$ cat src/rtl/ldpc_seq_encoder.sv
// Row-serial GF(2) LDPC encoder with a run-time loadable K x N generator matrix and valid/ready on both sides.
// Optional build macro LDPC_ENC_ZERO_SKIP_EN: visit only the generator rows selected by set info bits.
module ldpc_seq_encoder #(
    parameter int N  = 11,
    parameter int K  = 6,
    parameter int AW = $clog2(K)
) (
    input  logic          clk,
    input  logic          rst_n,
    input  logic          i_g_wr_en,
    input  logic [AW-1:0] i_g_wr_addr,
    input  logic [N-1:0]  i_g_wr_row,
    output logic          o_g_err,
    input  logic          i_valid,
    output logic          o_ready,
    input  logic [K-1:0]  i_info,
    output logic          o_valid,
    input  logic          i_ready,
    output logic [N-1:0]  o_codeword,
    output logic          o_busy
);

    typedef enum logic [1:0] {IDLE, ACC, DONE} state_t;

    state_t        state;
    logic [N-1:0]  gen [K];
    logic [N-1:0]  acc;
    logic [N-1:0]  acc_next;
    logic [K-1:0]  mask;
    logic [K-1:0]  mask_next;
    logic [K-1:0]  info_rev;
    logic [AW-1:0] sel_row;
    logic          last_row;
    logic          g_wr_ok;

    // mask bit k corresponds to generator row k, so i_info is bit-reversed on capture
    always_comb begin
        info_rev = '0;
        for (int k = 0; k < K; k++) begin
            info_rev[k] = i_info[K-1-k];
        end
    end

    assign g_wr_ok = (state == IDLE) && ({1'b0, i_g_wr_addr} < (AW+1)'(K));

`ifdef LDPC_ENC_ZERO_SKIP_EN
    // Lowest set row first; clearing the lowest set bit retires it
    always_comb begin
        sel_row = '0;
        for (int k = K-1; k >= 0; k--) begin
            if (mask[k]) begin
                sel_row = AW'(k);
            end
        end
        acc_next  = (mask != '0) ? (acc ^ gen[sel_row]) : acc;
        mask_next = mask & (mask - K'(1));
        last_row  = (mask_next == '0);
    end
`else
    logic [AW-1:0] row;

    // Fixed schedule: mask is shifted so bit 0 always belongs to the current row
    always_comb begin
        sel_row   = row;
        acc_next  = mask[0] ? (acc ^ gen[sel_row]) : acc;
        mask_next = mask >> 1;
        last_row  = (row == AW'(K-1));
    end

    always_ff @(posedge clk or negedge rst_n) begin
        if (!rst_n) begin
            row <= '0;
        end else if (state == IDLE) begin
            row <= '0;
        end else if (state == ACC) begin
            row <= row + AW'(1);
        end
    end
`endif

    always_ff @(posedge clk or negedge rst_n) begin
        if (!rst_n) begin
            state      <= IDLE;
            o_ready    <= 1'b1;
            o_valid    <= 1'b0;
            o_busy     <= 1'b0;
            o_g_err    <= 1'b0;
            o_codeword <= '0;
            acc        <= '0;
            mask       <= '0;
            for (int k = 0; k < K; k++) begin
                gen[k] <= '0;
            end
        end else begin
            o_g_err <= i_g_wr_en && !g_wr_ok;
            if (i_g_wr_en && g_wr_ok) begin
                gen[i_g_wr_addr] <= i_g_wr_row;
            end
            case (state)
                IDLE: begin
                    if (i_valid && o_ready) begin
                        mask    <= info_rev;
                        acc     <= '0;
                        state   <= ACC;
                        o_ready <= 1'b0;
                        o_busy  <= 1'b1;
                    end
                end
                ACC: begin
                    acc  <= acc_next;
                    mask <= mask_next;
                    if (last_row) begin
                        state      <= DONE;
                        o_busy     <= 1'b0;
                        o_valid    <= 1'b1;
                        o_codeword <= acc_next;
                    end
                end
                DONE: begin
                    // o_ready rises only after the handshake edge, so no same-cycle re-accept
                    if (i_ready) begin
                        state   <= IDLE;
                        o_valid <= 1'b0;
                        o_ready <= 1'b1;
                    end
                end
                default: begin
                    state   <= IDLE;
                    o_ready <= 1'b1;
                    o_valid <= 1'b0;
                    o_busy  <= 1'b0;
                end
            endcase
        end
    end

endmodule

$ cat config.mk
export PLATFORM = sky130hd
export DESIGN_NAME = ldpc_seq_encoder
export DESIGN_NICKNAME = d
export VERILOG_FILES = /design/src/rtl/ldpc_seq_encoder.sv
export SDC_FILE = /design/constraint.sdc
export NUM_CORES = 1
export LEC_CHECK = 0
export BUFFER_PORTS_ARGS = -buffer_cell sky130_fd_sc_hd__buf_2
export CAP_MARGIN = 20
export CORE_MARGIN = 1.5
export CORE_UTILIZATION = 56
export CTS_BUF_LIST = sky130_fd_sc_hd__clkbuf_4
export DETAILED_ROUTE_END_ITERATION = 10
export MAX_ROUTING_LAYER = met4
export PLACE_DENSITY = 0.78
export SYNTH_ARGS = -nofsm -noshare
export SYNTH_HDL_FRONTEND = slang
export SYNTH_SLANG_ARGS = --single-unit
$ cat constraint.sdc
create_clock -name clk -period 1.71 [get_ports clk]
set_input_delay 0.171 -clock clk [delete_from_list [all_inputs] [get_ports clk]]
set_output_delay 0.171 -clock clk [all_outputs]
set_load 0.02 [all_outputs]
==> results of run 1 <==
[worst max-delay path by stage]
stage                            start                        end  slack (ns)
floorplan           row[1]$_DFFE_PN0P_  o_codeword[1]$_DFFE_PN0P_        0.06
global placement    row[1]$_DFFE_PN0P_         acc[3]$_DFFE_PN0P_        0.03
detailed placement  row[1]$_DFFE_PN0P_         acc[6]$_DFFE_PN0P_       0.009
CTS                 row[0]$_DFFE_PN0P_         acc[0]$_DFFE_PN0P_       0.003
global route        row[1]$_DFFE_PN0P_  o_codeword[0]$_DFFE_PN0P_       -0.03
finish              row[1]$_DFFE_PN0P_         acc[6]$_DFFE_PN0P_        0.03
[worst max-delay path, cell delays in order (launching register included)]
cell and delay (ns):
dfrtp_2 0.46, buf_6 0.14, or2_4 0.27, o22a_1 0.27, a2111o_1 0.38, o211ai_1 0.08
[report_power, final]
group | leakage (nW) | internal, mW | switching, mW
Clock | 0.0629 | 0.312 | 0.884
Sequential | 1.27 | 3.55 | 0.718
Combinational | 1.27 | 2.21 | 2.19
[registers in the layout, indices dropped and copies added (netlist names)]
register / flops
acc: 11
gen: 66
mask: 6
o_busy: 1
o_codeword: 11
o_g_err: 1
o_ready: 1
o_valid: 1
row: 3
state: 2
[Yosys cell counts, types with 2 or more instances]
master / instances
mux2_1: 23
ha_1: 2
buf_2: 10
and2b_1: 2
inv_1: 3
o22a_1: 12
nand4_1: 2
mux2_2: 54
o211ai_1: 10
o41a_1: 11
nor2_1: 5
nand3_1: 14
clkbuf_1: 9
dfrtp_1: 102
nand2_1: 59
mux2i_1: 38
nor2b_1: 13
buf_4: 5
buf_6: 3
o21ai_0: 11
a2111o_1: 11
a21oi_1: 12
[repair_timing]
action,4_1_cts,5_1_grt
resized for setup,3,20
hold buffers,14,1
setup endpoints to repair,8,48
buffers inserted,0,7
endpoints found under the hold margin,56,1
cloned,0,3
pin swaps,0,9
[routing by layer]
metal / global-route usage (%) / up-vias / part of all wire (%)
met4: 9.64 / 0 / 1.3
met3: 2.98 / 12 / 4.2
li1: - / 1707 / -
met5: - / - / 0
met2: 34.8 / 83 / 46
met1: 35.1 / 1822 / 48
[final cells by class]
class | instances | area share, %
clock inverter | 7 | 0.926
multi-input combinational | 293 | 40.5
tap | 108 | 2.27
clock buffer | 9 | 1.14
inverter | 3 | 0.189
sequential | 103 | 43.5
timing repair buffer | 85 | 11.5
[stage by stage]
| stage | std cells | power, mW |
|---|---|---|
| 6_report | 608 | 9.87 |
| 5_1_grt | 608 | 10.5 |
| 4_1_cts | 597 | 9.54 |
| 3_5_place_dp | 567 | 8.32 |
| 3_3_place_gp | 567 | 8.12 |
| 2_1_floorplan | 426 | 7.22 |
[cells by family after synthesis]
| logic type | count (synthesis) | share of synthesized area (%) |
|---|---|---|
| multiplexers | 115 | 24.4 |
| buffers and inverters | 31 | 3.55 |
| flip-flops | 103 | 50.5 |
| adder cells (fa/ha/maj) | 2 | 0.490 |
| AO/OA/AOI/OAI | 75 | 11.8 |
| AND/OR/NAND/NOR | 100 | 9.25 |
==> metrics list, run 1 <==
- Total gr overflow: 0
* Hold depth: 2
- Counting every sink on the clock net gives 103.
- Clock latency on the worst-skew pair: 0.48 ns
- Of all flip-flops after synthesis, the portion carrying an async set or reset was 100%.
* Number of nets in the layout: 522
- For the final database, setup skew stands at 0.0227 ns.
* Util after Layout: 67.8%
- Relative slew slack: 68.9%
- The number of antenna diodes in the final layout is 0.
* Total standard cell area after synthesis: 0.00511 mm2
- Post-synthesis average cell area: 12.0 um2
- At the worst endpoint, the required time is 2.11 ns.
* Share of the clock period used by the worst path after layout: 98.0%
- Failing checks: negative hold slack
- Most area-consuming cells after synthesis: dfrtp_1 50%, mux2_2 12%, mux2i_1 7.4%, mux2_1 5.1%, nand2_1 4.3%
- The library cell used most frequently in the layout, excluding fill and tap cells, is dfrtp_1.
* Worst Reg-to-Reg Cells: 5
* Initial standard-cell utilization of the core: 58.3%
- Static leakage: 2.61 nW
- The pre-antenna-repair detailed-routing pass consisted of 4 iterations.
* Final routed DRC violation total: 0
- Counting flops and latches in the post-synthesis netlist gives 103.
- Worst setup slack after placement: 0.00929 ns
- The number of max-slew violations in the final report is 0.
* Share of post-route cells with drive strength above 1: 32.2%
- Class of the worst hold path: in -> reg
- Sequential cell area fraction in the yosys report: 50.5%
- Global-route wire length before repair: 17.8 mm
- Clock H-tree levels: 3
* Die outline area: 0.00971 mm2
- Counting the buffers created by CTS gives 9.
- Source of the worst register-to-register timing path: row[1]$_DFFE_PN0P_
- The critical path in this run is classified as reg -> reg.
* Hold Path End: gen[26]$_DFFE_PN0P_
- Critical Path AT: 2.08 ns
- Top achievable clock speed: 596 MHz
- FF/Latch Area: 0.00258 mm2
* Port bufs: 39
- The die is 98.5 um wide.
- Maximum number of pins on one net before global-route repair: 36
- PnR worst setup slack: 0.0334 ns
* Post-synthesis net count: 453
- The number of antenna violations at the first check in global routing was 0.
- Placeable core area: 0.00876 mm2
* Number of instances in the synthesized netlist: 426
- Global routing used 24.2% of the available tracks across all layers.
* Worst hold slack after final layout: -0.0117 ns
- The worst setup path is captured at a flip-flop.
* Leading cell types in the layout, fill and taps excluded: 97 x dfrtp_1, 53 x nand2_1, 53 x mux2_2
- After detailed routing, the total wire length is 11.4 mm.
* Fraction of post-synthesis cell area in the top cell type by area: 49.9%
- Detailed placement ended at an HPWL of 7.07 mm.
- For the pin with the worst max-slew slack, the measured transition is 0.467 ns.
* Internal reg-to-reg setup slack: 0.03 ns
- Final cell area excluding filler cells: 0.00594 mm2
- Clock tree from TritonCTS: done
* Final antenna-violating net count: 0
* Setup repair after global routing missed its margin: yes
- Worst hold path startpoint: i_g_wr_row[4]
- Via density per instance: 5.96
* Number of synthesized flops with an enable pin: 0
- The number of global-route vias before repair came to 3,473.
* Result of the run: complete, but fails checks
- FF-to-FF End: acc[6]$_DFFE_PN0P_
- For this block, the initial DRC count from the detailed router was 188.
* Total vias in the final route: 3,624
- Area taken by multi-input logic gates: 0.00240 mm2
* Wirelength per Cell: 18.7 um
* Synth-to-layout area growth: 16.3%
- Across the VDD grid, the largest voltage drop is 0.000681 V.
- The largest total area in the synthesized netlist belongs to dfrtp_1.
* Element type at the critical path start: flip-flop
- Max-capacitance violation count: 0
- Counting the fill cells in the layout gives 635.
* Post-CTS clock slew at the launch and capture registers of the worst setup and hold paths: 0.16 ns
* Total negative slack for setup checks: 0 ns
- Top-level port count: 40
- Number of placement rows: 34
- Setup violations remaining at the end of the flow were counted as 0.
- Final estimated routing congestion in global placement: 0.786
- CTS placed an instance of clkbuf_4 at the clock tree root.
- From bottom edge to top edge, the die measures 98.5 um.
- PwrDens: 1660 mW/mm2
- During synthesis, Yosys emitted a total of 0 warnings.
- The number of endpoints with negative hold slack in the final report came to 8.
- Shortest period the worst path allows: 1.68 ns
- For this run, the leading register cell type out of synthesis is dfrtp_1.
- Highest net fanout along the worst path: 6
* Placed Area: 0.00550 mm2
- Clock Path Buffers: 2
- The synthesized netlist contains 37 unique library cells.
No activity file was read; power rests on OpenSTA's default activity.
==> run 2, diff against run 1 <==
Settings changed: CORE_UTILIZATION 56 to 41, PLACE_DENSITY 0.78 to unset.
==> metrics list, run 2 (same netlist as run 1, synthesis figures left out) <==
* Result of the run: complete, no violations
- The overall routed net length came to 11.4 mm (about the same).
- Relative to the synthesized area, the layout overhead comes to 19.6%.
- Top-level port count: 40 (unchanged)
- The number of buffers inserted during clock tree synthesis came to 9 (unchanged).
- The effective utilization at floorplan was 42.4% (-16 points).
* Port bufs: 39 (unchanged)
- The placed wire-length estimate was 7.50 mm (+6.0%).
- The number of max-slew violations in the final report is 0 (unchanged).
- Setup Skew: 0.0179 ns (-0.00480 ns)
- Critical Path AT: 2.06 ns (-0.02 ns)
- The min-delay analysis places its worst path in the category in -> reg.
* Start-to-end type of the worst setup path: reg -> reg
* Worst VDD drop: 0.000512 V (-25%)
- The area of the core is 0.0121 mm2 (+38%).
- The actual slew at the worst max-slew pin came to 0.432 ns (-0.0357 ns).
* Chip width: 115 um (+16%)
* PnR worst setup slack: 0.0151 ns (-0.0183 ns)
- The post-layout instance area was 0.00611 mm2 (+2.8%).
- The iteration-0 DRC count of the detailed router came to 151 (-20%).
* Total gr overflow: 0 (unchanged)
- The total negative setup slack is 0 ns (unchanged).
- STA classifies the critical path endpoint as a flip-flop.
- The worst path required time is 2.07 ns (-0.04 ns).
- gen holds more flip-flops than any other register.
- The total clock sinks was 103 (unchanged).
* Wirelength per Cell: 17.1 um (-8.7%)
- The number of global-route vias before repair is 3,437 (-1.0%).
* Die outline area: 0.0131 mm2 (+35%)
- Total vias in the final route: 3,551 (-2.0%)
* Static leakage: 2.65 nW (+1.5%)
- Clock tree from TritonCTS: done
- Final estimated routing congestion in global placement: 0.734 (-6.6%)
- The number of remaining DRC errors is 0 (unchanged).
* Relative slew slack: 71.2% (+2.4 points)
* Root Buffer: clkbuf_4
- The count of TritonRoute iterations in the first routing pass came to 4 (unchanged).
* Element type at the critical path start: flip-flop
* Number of nets in the layout: 519 (-0.57%)
* Top achievable clock speed: 590 MHz (-1.1%)
* Fin. Hold Viols: 0 (-8)
- The largest fanout of any net on the critical path is 18 (+12).
* Maximum number of pins on one net before global-route repair: 45 (+25%)
- Count of endpoints failing setup in the final report: 0 (unchanged)
- The fraction of the cycle the final worst path needs came to 99.1% (+1.1 points).
- The number of placement rows was 40 (+18%).
- Setup repair after global routing could not meet its margin everywhere.
* Clock Path Buffers: 2 (unchanged)
- Overall track demand over capacity in global routing: 18.5% (-5.7 points)
* Leading cell types in the layout, fill and taps excluded: 99 x dfrtp_1, 54 x mux2_2, 53 x nand2_1
* Worst setup slack after placement: 0.0253 ns (+0.0161 ns)
* Via density per instance: 5.33 (-11%)
* Share of post-route cells with drive strength above 1: 30.6% (-1.6 points)
- Most frequent standard cell in the layout excluding fill and tap cells: dfrtp_1
- Shortest period the worst path allows: 1.69 ns (+0.0183 ns)
- The instance area at placement came to 0.00563 mm2 (+2.3%).
- The count of nets left with antenna violations after detail routing was 0 (unchanged).
* Floorplan die height: 115 um (+16%)
- Flip-flop count of the largest register, all copies and words added: 66 (unchanged)
- Largest registers: gen x66, acc x11, o_codeword x11
- The number of antenna violations at the first check in global routing was 1 (+1).
- The number of max-cap violations is 0 (unchanged).
- The later-pin clock latency in the skew report is 0.45 ns (-0.03 ns).
- The first-pass GRT wire length came to 18.2 mm (+2.2%).
* Clock H-tree levels: 3 (unchanged)
- PwrDens: 1670 mW/mm2 (+0.82%)
- The clock transition at the register clock pins on the worst setup and hold paths after CTS is 0.16 ns (about the same).
-- run 2: changes by cell type in the layout (fill, tap and decap cells not counted), sizes merged --
cell,change
clkinvlp,-1
clkinv,-1
dlygate4sd3,+1
diode,+1
bufinv,+3
buf,-4
clkbuf,+1
or2,-1
inv,-1
-- run 2: final timing paths --
path | startpoint | to | slack [ns] | cells after the start
hold / removal | i_info[3] | mask[2]$_DFFE_PN0P_ | 0.02 | 3
max in group asynchronous | rst_n | gen[49]$_DFFE_PN0P_ | 0.80 | 3
hold reg to reg | mask[4]$_DFFE_PN0P_ | mask[4]$_DFFE_PN0P_ | 0.51 | 2
setup reg to reg | row[0]$_DFFE_PN0P_ | acc[3]$_DFFE_PN0P_ | 0.02 | 5
setup / recovery | row[0]$_DFFE_PN0P_ | acc[3]$_DFFE_PN0P_ | 0.02 | 5
min in group asynchronous | rst_n | o_codeword[5]$_DFFE_PN0P_ | 0.18 | 2
-- run 2: worst max-delay path, stage by stage, from the launching register on --
cell and delay (ns):
dfrtp_2 0.51, clkbuf_16 0.23, mux2_2 0.25, nand2_1 0.11, a2111o_1 0.43, o211ai_1 0.08
-- run 2: layer usage --
metal  GRT usage (%)  wire (um)  up-vias
met3            3.34        417        9
met4            5.25        120        0
li1                -          -     1700
met5               -          0        -
met1            25.6       5470     1777
met2            27.9       5370       65
-- run 2: what timing repair did --
action                                  4_1_cts  5_1_grt
hold buffers                                 16        0
hold endpoints to repair                     61        0
resized for setup                             0       15
pin swaps                                     0       10
cloned                                        0        3
buffers inserted                              1        2
endpoints found under the setup margin        5       43
-- run 2: layout make-up --
| cell class | count | area (um2) |
|---|---|---|
| antenna | 1 | 2.50 |
| clock buffer | 9 | 67.6 |
| clock inverter | 7 | 119 |
| fill | 1059 | 5950 |
| inverter | 3 | 11.3 |
| multi-input combinational | 292 | 2380 |
| sequential | 103 | 2580 |
| tap | 168 | 210 |
| timing repair buffer | 83 | 737 |
-- run 2: per-stage QoR --
stage	cells	power, mW	util (%)	hold WS, ns
2_1_floorplan	426	7.22	-	-0.125
3_3_place_gp	627	8.33	46.6	0.134
3_5_place_dp	627	8.49	46.6	0.138
4_1_cts	660	10.1	49.6	0.00153
5_1_grt	666	10.9	50.7	0.0214
6_report	666	10.2	50.7	0.0188
-- run 2: where the power goes --
group	internal, mW	switching (mW)	leakage [nW]
Combinational	2.23	2.17	1.28
Sequential	3.55	0.704	1.27
Clock	0.744	0.835	0.0942
Total	6.52	3.71	2.65
